### src/rtl/spi_result_tx.sv
// SPI target transmitter (mode 0): one-entry holding register feeding an
// MSB-first shift register clocked by synchronized host SCLK edges.
module spi_result_tx #(
    parameter logic [7:0] IDLE_BYTE   = 8'hFF,
    parameter int         SYNC_STAGES = 2
) (
    input  logic       clk,
    input  logic       rst,
    input  logic       SCLK,
    input  logic       spi_cs_n,
    output logic       CIPO,
    output logic       cipo_oe,
    input  logic [7:0] tx_data,
    input  logic       tx_load,
    output logic       tx_ready,
    output logic       byte_sent,
    output logic       tx_abort,
    output logic       underrun
);

    typedef enum logic [1:0] {IDLE, ARM, SHIFT} state_t;

    state_t                 state;
    logic [SYNC_STAGES-1:0] sclk_sync;
    logic [SYNC_STAGES-1:0] cs_sync;
    logic                   sclk_d;
    logic                   cs_d;
    logic [SYNC_STAGES:0]   vld_pipe;
    logic                   cs_qual;
    logic [7:0]             hold;
    logic                   hold_full;
    logic [7:0]             shift_reg;
    logic [2:0]             bit_cnt;
    logic                   byte_done;

    logic       sclk_s, cs_s;
    logic       sclk_rise, sclk_fall, cs_rise, cs_fall;
    logic       reload_evt, consume, load_acc;
    logic [7:0] reload_src;

    assign sclk_s    = sclk_sync[SYNC_STAGES-1];
    assign cs_s      = cs_sync[SYNC_STAGES-1];
    assign sclk_rise = sclk_s & ~sclk_d;
    assign sclk_fall = ~sclk_s & sclk_d;
    assign cs_rise   = cs_s & ~cs_d;
    // A falling cs_n only counts once cs_n has been seen high with a flushed
    // synchronizer, so a pin held low across reset never starts a transfer.
    assign cs_fall   = ~cs_s & cs_d & cs_qual;

    assign reload_evt = ((state == ARM) && !cs_rise) ||
                        ((state == SHIFT) && !cs_rise && sclk_fall &&
                         (bit_cnt == 3'd0) && byte_done);
    assign consume    = reload_evt & hold_full;
    assign load_acc   = tx_load & (~hold_full | consume);
    assign reload_src = hold_full ? hold : IDLE_BYTE;
    assign tx_ready   = ~hold_full;

    always_ff @(posedge clk) begin
        if (rst) begin
            state     <= IDLE;
            sclk_sync <= '0;
            cs_sync   <= '1;
            sclk_d    <= 1'b0;
            cs_d      <= 1'b1;
            vld_pipe  <= '0;
            cs_qual   <= 1'b0;
            hold      <= 8'h00;
            hold_full <= 1'b0;
            shift_reg <= 8'h00;
            bit_cnt   <= 3'd0;
            byte_done <= 1'b0;
            CIPO      <= 1'b0;
            cipo_oe   <= 1'b0;
            byte_sent <= 1'b0;
            tx_abort  <= 1'b0;
            underrun  <= 1'b0;
        end else begin
            sclk_sync <= {sclk_sync[SYNC_STAGES-2:0], SCLK};
            cs_sync   <= {cs_sync[SYNC_STAGES-2:0], spi_cs_n};
            sclk_d    <= sclk_s;
            cs_d      <= cs_s;
            vld_pipe  <= {vld_pipe[SYNC_STAGES-1:0], 1'b1};
            if (vld_pipe[SYNC_STAGES] && cs_s)
                cs_qual <= 1'b1;

            byte_sent <= 1'b0;
            tx_abort  <= 1'b0;

            if (load_acc) begin
                hold      <= tx_data;
                hold_full <= 1'b1;
            end else if (consume) begin
                hold_full <= 1'b0;
            end

            // Substitution wins over a same-cycle load: that load is for the next byte.
            if (reload_evt && !hold_full)
                underrun <= 1'b1;
            else if (load_acc)
                underrun <= 1'b0;

            case (state)
                IDLE: begin
                    CIPO    <= 1'b0;
                    cipo_oe <= 1'b0;
                    if (cs_fall) begin
                        state   <= ARM;
                        cipo_oe <= 1'b1;
                    end
                end
                ARM: begin
                    if (cs_rise) begin
                        state   <= IDLE;
                        CIPO    <= 1'b0;
                        cipo_oe <= 1'b0;
                    end else begin
                        shift_reg <= reload_src;
                        CIPO      <= reload_src[7];
                        bit_cnt   <= 3'd0;
                        byte_done <= 1'b0;
                        state     <= SHIFT;
                    end
                end
                SHIFT: begin
                    if (cs_rise) begin
                        state     <= IDLE;
                        CIPO      <= 1'b0;
                        cipo_oe   <= 1'b0;
                        tx_abort  <= (bit_cnt != 3'd0);
                        bit_cnt   <= 3'd0;
                        byte_done <= 1'b0;
                    end else if (sclk_rise) begin
                        bit_cnt <= bit_cnt + 3'd1;
                        if (bit_cnt == 3'd7) begin
                            byte_sent <= 1'b1;
                            byte_done <= 1'b1;
                        end
                    end else if (sclk_fall) begin
                        if (bit_cnt != 3'd0) begin
                            shift_reg <= {shift_reg[6:0], 1'b0};
                            CIPO      <= shift_reg[6];
                        end else if (byte_done) begin
                            shift_reg <= reload_src;
                            CIPO      <= reload_src[7];
                            byte_done <= 1'b0;
                        end
                    end
                end
                default: state <= IDLE;
            endcase
        end
    end

endmodule

### config.mk
export PLATFORM = sky130hd
export DESIGN_NAME = spi_result_tx
export DESIGN_NICKNAME = d
export VERILOG_FILES = /design/src/rtl/spi_result_tx.sv
export SDC_FILE = /design/constraint.sdc
export NUM_CORES = 1
export LEC_CHECK = 0
export CAP_MARGIN = 15
export CORE_ASPECT_RATIO = 0.75
export CORE_MARGIN = 5
export CORE_UTILIZATION = 45
export DETAILED_ROUTE_END_ITERATION = 10
export MAX_ROUTING_LAYER = met4
export PLACE_DENSITY_LB_ADDON = 0.05
export SETUP_SLACK_MARGIN = 0.3
export SLEW_MARGIN = 20
export SYNTH_ARGS = -nofsm -noshare
export SYNTH_HDL_FRONTEND = slang
export SYNTH_SLANG_ARGS = --single-unit
### constraint.sdc
create_clock -name clk -period 1.96 [get_ports clk]
set_input_delay 0.588 -clock clk [delete_from_list [all_inputs] [get_ports clk]]
set_output_delay 0.588 -clock clk [all_outputs]
set_load 0.05 [all_outputs]
==> results_dict.tcl <==
set metrics [dict create \
    start_util_pct 47.30 \
    grt_pass1_vias 1375 \
    period_share_pct 83.78 \
    io_pins 19 \
    ys_ff_latch 37 \
    tightest_slew_ns 0.3196 \
    clkTransAtPathRegs_ns 0.08 \
    arrival_ns 1.85 \
    nFillCells 311 \
    clock_sinks 37 \
    tns_ns 0 \
    synth_cell_types 38 \
    reg2reg_slack_ns 0.32 \
    status "complete, no violations" \
    final_net_count 256 \
    largest_reg_flops 8 \
    netlist_area_um2 1765 \
    cap_viol_max_count 0 \
    grt_pass1_wl_um 6706 \
    power_density_nw_per_um2 667.2 \
    core_um2 3732 \
    route.detailed.drc 0 \
    die_h_um 64.25 \
    gp_congestion 0.8226 \
    place_ws_ns 0.07721 \
    fin_crit_ns 1.642 \
    finalWorstSetupSlack_ns 0.3179 \
    hold-path-cell-count 1 \
    rsz0062_at_grt "yes" \
    via_per_inst 5.373 \
    r2r_cells 8 \
    cp_max_fo 6 \
    wl_um 4270 \
    cts_buffers 5 \
    syn-instance-count 195 \
    fin_skew_ns 0.006662 \
    dr.pass1.iters 4 \
    hp-class "reg -> reg" \
    drt_iter0_drc 165 \
    path_class "reg -> reg" \
    cp-start-kind "flop" \
    maxSlewHeadroom_pct 78.69 \
    cts_max_level 2 \
    slew_violations 0 \
    final_hold_viol_count 0 \
    insertion_delay_ns 0.29 \
    via_count 1542 \
    ant_nets 0 \
    gr-total-overflow 0 \
    wl_per_cell_um 14.88 \
    hpwl_um 2695 \
    row_count 19 \
    n_antenna_cell 0 \
    cts-root-buf "clkbuf_8" \
    yosysSeqAreaShare_pct 41.96 \
    cts_tree "built" \
    peakVddDrop_mv 0.4325 \
    fp.dieW_um 82.33 \
    postSynthAreaPerCell_um2 9.054 \
    area_growth_pct 36.57 \
    io_buffers 18 \
    grt_max_degree 26 \
    leakage_nw 0.9896 \
    setup_viol 0 \
    synth_nets 217 \
    end_kind "flop" \
    cp.required_ns 2.17 \
    ys_warn_count 0 \
    grtUsageTotal_pct 16.77 \
    drive_above_1_share_pct 31.91 \
    dieArea_um2 5289 \
    cts_max_path_buffers 2 \
    max_freq_ghz 0.6090 \
    antenna_found_initial 0 \
]
==> path summary, 6_finish.rpt <==
| kind | start | to |
|---|---|---|
| setup / recovery | bit_cnt[0] | shift_reg[1] |
| hold / removal | cs_sync[0] | cs_sync[1] |
| setup reg to reg | bit_cnt[0] | shift_reg[1] |
| hold reg to reg | cs_sync[0] | cs_sync[1] |
==> per-stage QoR <==
stage	power (W)	area (um^2)	instances	util (%)	hold WS, ns
after global placement	0.0009350	2049	267	54.91	0.3923
final	0.001609	2411	287	64.60	0.4101
after detailed placement	0.0009373	2049	267	54.91	0.3933
after global routing	0.001697	2411	287	64.60	0.4220
after floorplan	0.0008832	1765	195	-	0.3895
after CTS	0.001616	2265	280	60.68	0.4127
==> layer usage <==
layer  vias up  GRT usage (%)  wire, um
met5         -              -         0
met4         0          4.979        82
met3        13          4.213       286
met1       716          24.06      1951
met2        51          22.80      1950
li1        762              -         -
==> timing repair <==
| action | CTS | global route |
|---|---|---|
| setup buffers | 5 | 7 |
| pin swaps | 4 | 5 |
| endpoints found under the hold margin | 0 | 0 |
| endpoints found under the setup margin | 20 | 18 |
| hold buffers | 0 | 0 |
| gates resized for setup | 15 | 24 |
==> cell families (layout without fill, tap and decap cells) <==
group,Yosys count,after routing,share of synthesized area [%]
AOI/OAI and AO/OA,47,47,20.62
buffers and inverters,27,67,5.741
and+or+nand+nor,65,65,19.35
adders and majority gates,9,9,6.379
DFF,37,37,41.96
muxes,10,10,5.953
==> synthesized netlist by cell type, drive strengths merged <==
cell type / instances / area (um^2)
a211o: 8 / 70.07
a21oi: 12 / 71.32
a22oi: 2 / 15.01
a31oi: 3 / 18.77
a41o: 2 / 20.02
and3: 4 / 25.02
and3b: 1 / 8.760
clkbuf: 7 / 26.28
clkinv: 2 / 7.510
dfxtp: 37 / 740.7
ha: 9 / 112.6
inv: 18 / 67.56
mux2: 1 / 15.01
mux2i: 9 / 90.09
nand2: 25 / 101.4
nand2b: 5 / 31.28
nand3: 1 / 5.000
nand3b: 1 / 7.510
nand4b: 1 / 8.760
nor2: 9 / 33.78
nor2b: 7 / 51.30
nor3: 5 / 25.02
nor3b: 1 / 7.510
o2111a: 1 / 11.26
o2111ai: 1 / 8.760
o211a: 1 / 10.01
o211ai: 2 / 15.01
o21ai: 7 / 35.03
o221a: 2 / 22.52
o311ai: 1 / 8.760
o31ai: 4 / 30.03
o32ai: 1 / 27.53
or2: 3 / 18.77
or4: 1 / 7.510
or4b: 1 / 10.01
==> power breakdown <==
part	leakage [nW]	total, W	switching, W	internal, W
sequential	0.304	0.000790	0.0000162	0.000774
combinational	0.631	0.000149	0.0000714	0.0000781
clock	0.0543	0.000669	0.000288	0.000381
total	0.990	0.00161	0.000376	0.00123
==> critical path: stages (launching register included) <==
cell and delay (ns):
dfxtp_2 0.33, inv_2 0.08, ha_4 0.15, nor3b_4 0.26, o32ai_4 0.12, buf_12 0.15, buf_6 0.12, a211o_1 0.29
o31ai_2 0.06
==> final cells by class <==
class / instances / area [um^2] / share of cell area, %
clock buffer: 5 / 68.82 / 2.854
tap: 52 / 65.06 / 2.698
sequential: 37 / 752.0 / 31.19
multi-input combinational: 131 / 1035 / 42.92
timing repair buffer: 39 / 364.1 / 15.10
clock inverter: 3 / 46.29 / 1.920
inverter: 20 / 80.08 / 3.321
==> cell usage in the layout (no fill, tap or decap), drive strengths merged, types with 2 or more instances in the layout <==
cell	n
nor3	5
inv	19
dfxtp	37
a41o	2
nand2b	5
clkdlybuf4s50	12
mux2i	9
nor2	9
a31oi	3
nor2b	7
ha	9
clkbuf	5
and3	4
a21oi	12
o31ai	4
clkinv	2
or2	3
o211ai	2
a211o	8
o221a	2
buf	27
nand2	25
a22oi	2
o21ai	7
Power figures use the tool's default switching activity.
